--- config.mk ---
export PLATFORM = sky130hd
export DESIGN_NAME = pipe_ctrl_flat
export DESIGN_NICKNAME = d
export VERILOG_FILES = /design/src/rtl/pipe_ctrl_pkg.sv /design/src/rtl/pipe_ctrl_if.sv /design/src/rtl/pipe_ctrl_hazard.sv /design/src/rtl/pipe_ctrl.sv /design/src/flat_wrapper.sv
export SDC_FILE = /design/constraint.sdc
export NUM_CORES = 1
export LEC_CHECK = 0
export ABC_AREA = 1
export BUFFER_PORTS_ARGS = -buffer_cell sky130_fd_sc_hd__buf_2
export CORE_MARGIN = 2
export CORE_UTILIZATION = 35
export CTS_BUF_LIST = sky130_fd_sc_hd__clkbuf_8
export DETAILED_ROUTE_END_ITERATION = 6
export PLACE_DENSITY = 0.66
export RECOVER_POWER = 50
export SETUP_SLACK_MARGIN = 0.02
export SLEW_MARGIN = 15
export SYNTH_ARGS = -nofsm -noshare
export SYNTH_HDL_FRONTEND = slang
export SYNTH_SLANG_ARGS = --single-unit
export TNS_END_PERCENT = 100
--- constraint.sdc ---
create_clock -name clock -period 3.05 [get_ports clock]
set_clock_uncertainty 0.2 [all_clocks]
set_input_delay 0.7625 -clock clock [delete_from_list [all_inputs] [get_ports clock]]
set_output_delay 0.7625 -clock clock [all_outputs]
set_load 0.05 [all_outputs]
--- src/rtl/pipe_ctrl_pkg.sv ---
// rtl/pipe_ctrl_pkg.sv - shared constants, types and helpers for the pipeline stall/flush controller
package pipe_ctrl_pkg;

    localparam int DEF_XLEN       = 32;
    localparam int DEF_REG_ADDR_W = 5;
    localparam int STALL_W        = 6;

    // Stage indices into the stall vector
    localparam int STG_PC  = 0;
    localparam int STG_IF  = 1;
    localparam int STG_ID  = 2;
    localparam int STG_EX  = 3;
    localparam int STG_MEM = 4;
    localparam int STG_WB  = 5;

    typedef logic [DEF_REG_ADDR_W-1:0] reg_addr_bus_t;
    typedef logic [DEF_XLEN-1:0]       mem_addr_bus_t;
    typedef logic [STALL_W-1:0]        stall_vec_t;

    typedef enum logic {
        ST_IDLE = 1'b0,
        ST_WAIT = 1'b1
    } state_t;

    // Freeze every stage from PC up to and including stg; later stages keep flowing,
    // so the register just past stg receives a bubble.
    function automatic stall_vec_t freeze_through(input int stg);
        stall_vec_t v;
        v = '0;
        for (int i = 0; i < STALL_W; i++) begin
            v[i] = (i <= stg);
        end
        return v;
    endfunction

endpackage

--- src/rtl/pipe_ctrl_if.sv ---
// rtl/pipe_ctrl_if.sv - core-side request/hazard inputs and stall/redirect outputs of pipe_ctrl
//
// master : pipeline side (drives requests and ID/EX info, consumes stall/redirect)
// slave  : pipe_ctrl side
// Signals: req_if/req_id/req_ex/req_mem stall requests; id_* decode info for the
// load-use check; ex_br_taken/ex_br_addr branch resolution; stall, discard,
// pc_redirect, pc_target, if_kill controller outputs.
interface pipe_ctrl_if
    import pipe_ctrl_pkg::*;
#(
    parameter int XLEN       = DEF_XLEN,
    parameter int REG_ADDR_W = DEF_REG_ADDR_W
) ();

    logic                  req_if;
    logic                  req_id;
    logic                  req_ex;
    logic                  req_mem;
    logic                  id_is_load;
    logic [REG_ADDR_W-1:0] id_rd;
    logic [REG_ADDR_W-1:0] id_rs1;
    logic [REG_ADDR_W-1:0] id_rs2;
    logic                  id_use_rs1;
    logic                  id_use_rs2;
    logic                  ex_br_taken;
    logic [XLEN-1:0]       ex_br_addr;
    logic [STALL_W-1:0]    stall;
    logic                  discard;
    logic                  pc_redirect;
    logic [XLEN-1:0]       pc_target;
    logic                  if_kill;

    modport master (
        output req_if, req_id, req_ex, req_mem,
        output id_is_load, id_rd, id_rs1, id_rs2, id_use_rs1, id_use_rs2,
        output ex_br_taken, ex_br_addr,
        input  stall, discard, pc_redirect, pc_target, if_kill
    );

    modport slave (
        input  req_if, req_id, req_ex, req_mem,
        input  id_is_load, id_rd, id_rs1, id_rs2, id_use_rs1, id_use_rs2,
        input  ex_br_taken, ex_br_addr,
        output stall, discard, pc_redirect, pc_target, if_kill
    );

endinterface

--- src/rtl/pipe_ctrl_hazard.sv ---
// rtl/pipe_ctrl_hazard.sv - load-use hazard detector shadowing the ID/EX register
//
// Ports: clock, reset (sync, active-high); stall_id/stall_ex = stall[2]/stall[3];
// discard flush; id_is_load/id_rd/id_rs1/id_rs2/id_use_rs1/id_use_rs2 from ID;
// hz = ID reads a register the load now in EX has not yet produced.
module pipe_ctrl_hazard
    import pipe_ctrl_pkg::*;
#(
    parameter int REG_ADDR_W = DEF_REG_ADDR_W
) (
    input  logic                  clock,
    input  logic                  reset,
    input  logic                  stall_id,
    input  logic                  stall_ex,
    input  logic                  discard,
    input  logic                  id_is_load,
    input  logic [REG_ADDR_W-1:0] id_rd,
    input  logic [REG_ADDR_W-1:0] id_rs1,
    input  logic [REG_ADDR_W-1:0] id_rs2,
    input  logic                  id_use_rs1,
    input  logic                  id_use_rs2,
    output logic                  hz
);

    logic                  ex_load_v;
    logic [REG_ADDR_W-1:0] ex_load_rd;

    // Follows what the ID/EX register does: bubble/flush clears, advance captures, else hold.
    always_ff @(posedge clock) begin
        if (reset) begin
            ex_load_v  <= 1'b0;
            ex_load_rd <= '0;
        end else if (discard || (stall_id && !stall_ex)) begin
            ex_load_v  <= 1'b0;
        end else if (!stall_id && !stall_ex) begin
            ex_load_v  <= id_is_load;
            ex_load_rd <= id_rd;
        end
    end

    // x0 never carries a real dependency
    assign hz = ex_load_v && (ex_load_rd != '0) &&
                ((id_use_rs1 && (id_rs1 == ex_load_rd)) ||
                 (id_use_rs2 && (id_rs2 == ex_load_rd)));

endmodule

--- src/rtl/pipe_ctrl.sv ---
// rtl/pipe_ctrl.sv - stall/flush generator and branch-redirect sequencer for the 5-stage core
//
// Ports: clock, reset (sync, active-high); bus (pipe_ctrl_if.slave) carrying the
// stall requests, ID/EX hazard info, branch resolution and the stall/discard/
// pc_redirect/pc_target/if_kill outputs.
// Optional macro PIPE_CTRL_PERF_EN adds perf_stall_cycles, perf_hz_cycles and
// perf_flushes (32-bit wrapping counters, cleared by reset).
module pipe_ctrl
    import pipe_ctrl_pkg::*;
#(
    parameter int XLEN       = DEF_XLEN,
    parameter int REG_ADDR_W = DEF_REG_ADDR_W
) (
    input  logic        clock,
    input  logic        reset,
    pipe_ctrl_if.slave  bus
`ifdef PIPE_CTRL_PERF_EN
    ,
    output logic [31:0] perf_stall_cycles,
    output logic [31:0] perf_hz_cycles,
    output logic [31:0] perf_flushes
`endif
);

    state_t             state;
    state_t             next_state;
    logic [XLEN-1:0]    pend_addr;
    logic               post_reset;
    logic               out_en;
    logic               hz;
    logic               acc;
    stall_vec_t         stall_raw;
    stall_vec_t         stall;
    logic               discard;
    logic               pc_redirect;
    logic [XLEN-1:0]    pc_target;
    logic               if_kill;

    // Outputs stay quiet for the reset cycle and the one after it.
    always_ff @(posedge clock) begin
        post_reset <= reset;
    end

    assign out_en = !reset && !post_reset;

    // A branch is only taken up while EX is free to move (stall[3] low) and no redirect is pending.
    assign acc = out_en && (state == ST_IDLE) && bus.ex_br_taken &&
                 !bus.req_mem && !bus.req_ex;

    pipe_ctrl_hazard #(
        .REG_ADDR_W (REG_ADDR_W)
    ) u_hazard (
        .clock      (clock),
        .reset      (reset),
        .stall_id   (stall[STG_ID]),
        .stall_ex   (stall[STG_EX]),
        .discard    (discard),
        .id_is_load (bus.id_is_load),
        .id_rd      (bus.id_rd),
        .id_rs1     (bus.id_rs1),
        .id_rs2     (bus.id_rs2),
        .id_use_rs1 (bus.id_use_rs1),
        .id_use_rs2 (bus.id_use_rs2),
        .hz         (hz)
    );

    // Stall priority; ID-level requests are dropped when that instruction is being flushed.
    always_comb begin
        stall_raw = '0;
        if (bus.req_mem) begin
            stall_raw = freeze_through(STG_MEM);
        end else if (bus.req_ex) begin
            stall_raw = freeze_through(STG_EX);
        end else if ((bus.req_id || hz) && !acc) begin
            stall_raw = freeze_through(STG_ID);
        end else if (bus.req_if) begin
            stall_raw = freeze_through(STG_IF);
        end
    end

    always_comb begin
        stall = out_en ? stall_raw : '0;
        stall[STG_WB] = 1'b0;
    end

    // Redirect FSM: state register
    always_ff @(posedge clock) begin
        if (reset) begin
            state     <= ST_IDLE;
            pend_addr <= '0;
        end else begin
            state <= next_state;
            if ((state == ST_IDLE) && (next_state == ST_WAIT)) begin
                pend_addr <= bus.ex_br_addr;
            end
        end
    end

    // Redirect FSM: next state. WAIT holds the target until the in-flight fetch
    // has returned and the PC is free to load it.
    always_comb begin
        next_state = state;
        case (state)
            ST_IDLE: if (acc && bus.req_if) next_state = ST_WAIT;
            ST_WAIT: if (!bus.req_if && !stall[STG_PC]) next_state = ST_IDLE;
            default: next_state = ST_IDLE;
        endcase
    end

    // Redirect FSM: outputs
    always_comb begin
        discard     = 1'b0;
        pc_redirect = 1'b0;
        pc_target   = '0;
        if_kill     = 1'b0;
        if (out_en) begin
            case (state)
                ST_IDLE: begin
                    if (acc) begin
                        discard     = 1'b1;
                        pc_redirect = 1'b1;
                        pc_target   = bus.ex_br_addr;
                    end
                end
                ST_WAIT: begin
                    discard     = 1'b1;
                    pc_redirect = 1'b1;
                    pc_target   = pend_addr;
                    if_kill     = 1'b1;
                end
                default: ;
            endcase
        end
    end

    assign bus.stall       = stall;
    assign bus.discard     = discard;
    assign bus.pc_redirect = pc_redirect;
    assign bus.pc_target   = pc_target;
    assign bus.if_kill     = if_kill;

`ifdef PIPE_CTRL_PERF_EN
    logic [31:0] perf_stall_q;
    logic [31:0] perf_hz_q;
    logic [31:0] perf_flush_q;

    always_ff @(posedge clock) begin
        if (reset) begin
            perf_stall_q <= '0;
            perf_hz_q    <= '0;
            perf_flush_q <= '0;
        end else begin
            if (stall[STG_PC]) perf_stall_q <= perf_stall_q + 32'd1;
            if (hz && !acc && out_en) perf_hz_q <= perf_hz_q + 32'd1;
            if (acc) perf_flush_q <= perf_flush_q + 32'd1;
        end
    end

    assign perf_stall_cycles = perf_stall_q;
    assign perf_hz_cycles    = perf_hz_q;
    assign perf_flushes      = perf_flush_q;
`endif

endmodule

--- src/flat_wrapper.sv ---
// flat-port wrapper written by rule: the top's interface ports become plain ports
module pipe_ctrl_flat import pipe_ctrl_pkg::*;
#(
    parameter int XLEN       = DEF_XLEN,
    parameter int REG_ADDR_W = DEF_REG_ADDR_W
)
  (clock, reset, bus_req_if, bus_req_id, bus_req_ex, bus_req_mem, bus_id_is_load, bus_id_rd, bus_id_rs1, bus_id_rs2, bus_id_use_rs1, bus_id_use_rs2, bus_ex_br_taken, bus_ex_br_addr, bus_stall, bus_discard, bus_pc_redirect, bus_pc_target, bus_if_kill);
  pipe_ctrl_if #(.XLEN(XLEN), .REG_ADDR_W(REG_ADDR_W)) bus_i ();
  input  logic clock;
  input  logic reset;
  input wire logic [$bits(bus_i.req_if)-1:0] bus_req_if;
  input wire logic [$bits(bus_i.req_id)-1:0] bus_req_id;
  input wire logic [$bits(bus_i.req_ex)-1:0] bus_req_ex;
  input wire logic [$bits(bus_i.req_mem)-1:0] bus_req_mem;
  input wire logic [$bits(bus_i.id_is_load)-1:0] bus_id_is_load;
  input wire logic [$bits(bus_i.id_rd)-1:0] bus_id_rd;
  input wire logic [$bits(bus_i.id_rs1)-1:0] bus_id_rs1;
  input wire logic [$bits(bus_i.id_rs2)-1:0] bus_id_rs2;
  input wire logic [$bits(bus_i.id_use_rs1)-1:0] bus_id_use_rs1;
  input wire logic [$bits(bus_i.id_use_rs2)-1:0] bus_id_use_rs2;
  input wire logic [$bits(bus_i.ex_br_taken)-1:0] bus_ex_br_taken;
  input wire logic [$bits(bus_i.ex_br_addr)-1:0] bus_ex_br_addr;
  output wire logic [$bits(bus_i.stall)-1:0] bus_stall;
  output wire logic [$bits(bus_i.discard)-1:0] bus_discard;
  output wire logic [$bits(bus_i.pc_redirect)-1:0] bus_pc_redirect;
  output wire logic [$bits(bus_i.pc_target)-1:0] bus_pc_target;
  output wire logic [$bits(bus_i.if_kill)-1:0] bus_if_kill;
  assign bus_i.req_if = bus_req_if;
  assign bus_i.req_id = bus_req_id;
  assign bus_i.req_ex = bus_req_ex;
  assign bus_i.req_mem = bus_req_mem;
  assign bus_i.id_is_load = bus_id_is_load;
  assign bus_i.id_rd = bus_id_rd;
  assign bus_i.id_rs1 = bus_id_rs1;
  assign bus_i.id_rs2 = bus_id_rs2;
  assign bus_i.id_use_rs1 = bus_id_use_rs1;
  assign bus_i.id_use_rs2 = bus_id_use_rs2;
  assign bus_i.ex_br_taken = bus_ex_br_taken;
  assign bus_i.ex_br_addr = bus_ex_br_addr;
  assign bus_stall = bus_i.stall;
  assign bus_discard = bus_i.discard;
  assign bus_pc_redirect = bus_i.pc_redirect;
  assign bus_pc_target = bus_i.pc_target;
  assign bus_if_kill = bus_i.if_kill;
  pipe_ctrl #(.XLEN(XLEN), .REG_ADDR_W(REG_ADDR_W)) u_core (.clock(clock), .reset(reset), .bus(bus_i));
endmodule
==> flow_metrics.env <==
export IMPL_drt_iter0_drc=103
export IMPL_critPathCaptureType="output port"
export IMPL_cts_clk_slew_worst_paths_ps=80
export IMPL_dieArea_mm2=0.00674
export IMPL_setup_slack_ps=89.4
export IMPL_critPathKind="input pin to output port"
export IMPL_die_w_um=82.1
export IMPL_drc=0
export IMPL_nFillCells=578
export IMPL_grt_pass1_vias=1951
export IMPL_synth_compound_area_frac=0.223
export IMPL_yosysMostFrequentCell="nand2_1"
export IMPL_post_drt_via_cell_ratio=4.80
export IMPL_p_per_area_mw_per_mm2=388
export IMPL_max_slew_worst_pin_slew_ps=540
export IMPL_synth_fa_ha_area_frac=0
export IMPL_use_met1=0.191
export IMPL_rsz0062_at_grt="yes"
export IMPL_grt_pass1_wl_mm=8.67
export IMPL_slew_viol_final=0
export IMPL_worst_hold_slack_ps=264
export IMPL_synthToLayoutAreaGrowth_pct=37.7
export IMPL_rows=28
export IMPL_syn_nets=367
export IMPL_root_buffer="clkbuf_8"
export IMPL_arrival_ps=2000
export IMPL_yosysTopAreaCell="dfxtp_1"
export IMPL_start_util=0.361
export IMPL_crit_fanout=3
export IMPL_sw_frac_of_total=0.262
export IMPL_drv_cap=0
export IMPL_syn_avg_cell_area_um2=6.89
export IMPL_clockBufferDepth=2
export IMPL_dp_hpwl_mm=3.95
export IMPL_place_inst=467
export IMPL_grt_usage=0.164
export IMPL_switchingPower_uw=299
export IMPL_ys_ff_latch=40
export IMPL_vias=2285
export IMPL_top_usage_layer="met2"
export IMPL_p_seq_frac=0.474
export IMPL_netlist_area_mm2=0.00213
export IMPL_relSlewSlack=0.639
export IMPL_place_congestion=0.747
export IMPL_drt_total_wl_mm=5.75
export IMPL_portBuffers=96
export IMPL_post_drt_wl_per_cell_um=12.1
export IMPL_cts_buffers=5
export IMPL_synth_async_reset_ratio=0
export IMPL_core_mm2=0.00592
export IMPL_peakVddDrop_v=0.000258
export IMPL_netlist_top_cells_area="dfxtp_1 (38%), nand2_1 (18%), a22o_1 (13%)"
export IMPL_combPwrFrac=0.149
export IMPL_status="finished, final reports clean"
export IMPL_power_internal_uw=841
export IMPL_netlist_instances=310
export IMPL_synthMuxAreaShare=0
export IMPL_ant_nets=0
export IMPL_synth_xor_area_frac=0
export IMPL_crit_required_ps=2090
export IMPL_yosysTopAreaCellShare=0.375
export IMPL_ys_types=22
export IMPL_setup_viol=0
export IMPL_synth_flop_cell="dfxtp_1"
export IMPL_clkSinkCount=40
export IMPL_period_share=0.971
export IMPL_seq_area_frac_synth=0.375
export IMPL_use_met3=0.0424
export IMPL_ios=98
export IMPL_fp_dieH_um=82.1
export IMPL_antenna_found_initial=0
export IMPL_synth_top_family_by_area="simple AND/OR/NAND/NOR gates"
export IMPL_clock_latency_ps=280
export IMPL_postCtsSetupBuffers=0
export IMPL_finalNetCount=457
export IMPL_overflow=0
export IMPL_leakage_nw=1.43
export IMPL_first_pass_iters=4
export IMPL_p_clk_frac=0.377
export IMPL_finalNonFillerCells=476
export IMPL_synth_commonest_cells="nand2_1 (105), dfxtp_1 (40), a21oi_1 (37)"
export IMPL_place_ws_ps=-9.81
export IMPL_fmax_ghz=0.338
export IMPL_synth_simple_area_share=0.272
export IMPL_cts_tree="yes"
export IMPL_min_period_ps=2960
export IMPL_hold_viol_final=0
export IMPL_grt_max_degree=35
export IMPL_synth_edf_count=0
export IMPL_start_kind="input pin"
export IMPL_synth_warnings=0
export IMPL_htree_num_levels=2
export IMPL_drive_above_1_share=0.382
export IMPL_antenna_cells=0
export IMPL_use_met2=0.299
export IMPL_hp_class="register to register"
-- state kept, by name, summed over array words and instances (netlist names) --
| signal | cells |
|---|---|
| u_core.pend_addr | 32 |
| u_core.post_reset | 1 |
| u_core.u_hazard.ex_load_v | 1 |
| u_core.state | 1 |
| u_core.u_hazard.ex_load_rd | 5 |
-- layer usage --
metal / routed length, um / vias to the layer above / part of all wire
li1: - / 1171 / -
met1: 2540 / 1040 / 0.44
met2: 2840 / 68 / 0.49
met3: 332 / 6 / 0.058
met4: 33 / 0 / 0.0057
met5: 0 / - / 0
-- power groups by stage --
| stage | Clock [mW] | Combinational [mW] | Sequential, mW |
|---|---|---|---|
| 3_3_place_gp | 0 | 0.165 | 0.553 |
| 6_report | 0.430 | 0.170 | 0.540 |
| 4_1_cts | 0.441 | 0.169 | 0.540 |
| 2_1_floorplan | 0 | 0.107 | 0.551 |
| 3_5_place_dp | 0 | 0.166 | 0.553 |
| 5_1_grt | 0.463 | 0.187 | 0.542 |
-- final timing paths --
check	from	slack, ps	cells past startpoint	end
setup reg to reg	u_core.post_reset	780	8	u_core.pend_addr[17]
hold / removal	u_core.pend_addr[25]	260	2	u_core.pend_addr[25]
hold reg to reg	u_core.pend_addr[25]	260	2	u_core.pend_addr[25]
setup / recovery	bus_req_mem	90	11	bus_stall[0]
-- worst max-delay path, cell delays in order --
cell and delay [ps]:
buf_2 100, or2_2 300, inv_2 80, nand4_4 100, inv_4 110, nor2_1 50, nand2_2 80, nand2_1 50
nand2_1 110, nor2_4 60, buf_4 180
-- final cells by class --
type	count	area (um2)	area share
well taps	75	93.8	0.0319
repair buffers	107	708	0.241
multi-input cells	213	1100	0.374
inverters	33	126	0.0430
flip-flops and latches	40	801	0.272
clock inverters	3	42.5	0.0145
clock buffers	5	68.8	0.0234
-- cells in the final DEF, fill, tap and decap left out, drive strengths merged --
master | synthesis | final
clkinv | 0 | 1
o21ai | 2 | 2
conb | 1 | 1
nand4 | 2 | 2
a22o | 32 | 32
nand3 | 7 | 7
bufinv | 0 | 1
or2 | 2 | 2
clkbuf | 3 | 8
nand2 | 106 | 106
clkinvlp | 0 | 1
inv | 33 | 33
nor2 | 24 | 24
a21oi | 37 | 37
buf | 21 | 104
dfxtp | 40 | 40
-- what timing repair did --
action,CTS,global route
gates cloned,0,1
hold buffers,0,0
pin swaps,0,0
endpoints found under the setup margin,32,34
resized for setup,32,7
-- per-stage QoR --
step	TNS, ps	utilization	power, mW	area (um2)
CTS	0	0.494	1.15	2920
global route	0	0.497	1.19	2940
global placement	0	0.461	0.717	2730
detailed placement	-34.8	0.461	0.718	2730
finish	0	0.497	1.14	2940
floorplan	-311	-	0.657	2190
-- logic make-up after synthesis --
group,after synthesis
other,1
AOI/OAI and AO/OA,71
DFF,40
buffers and inverters,57
and+or+nand+nor,141
(Power assumes the default switching activity.)
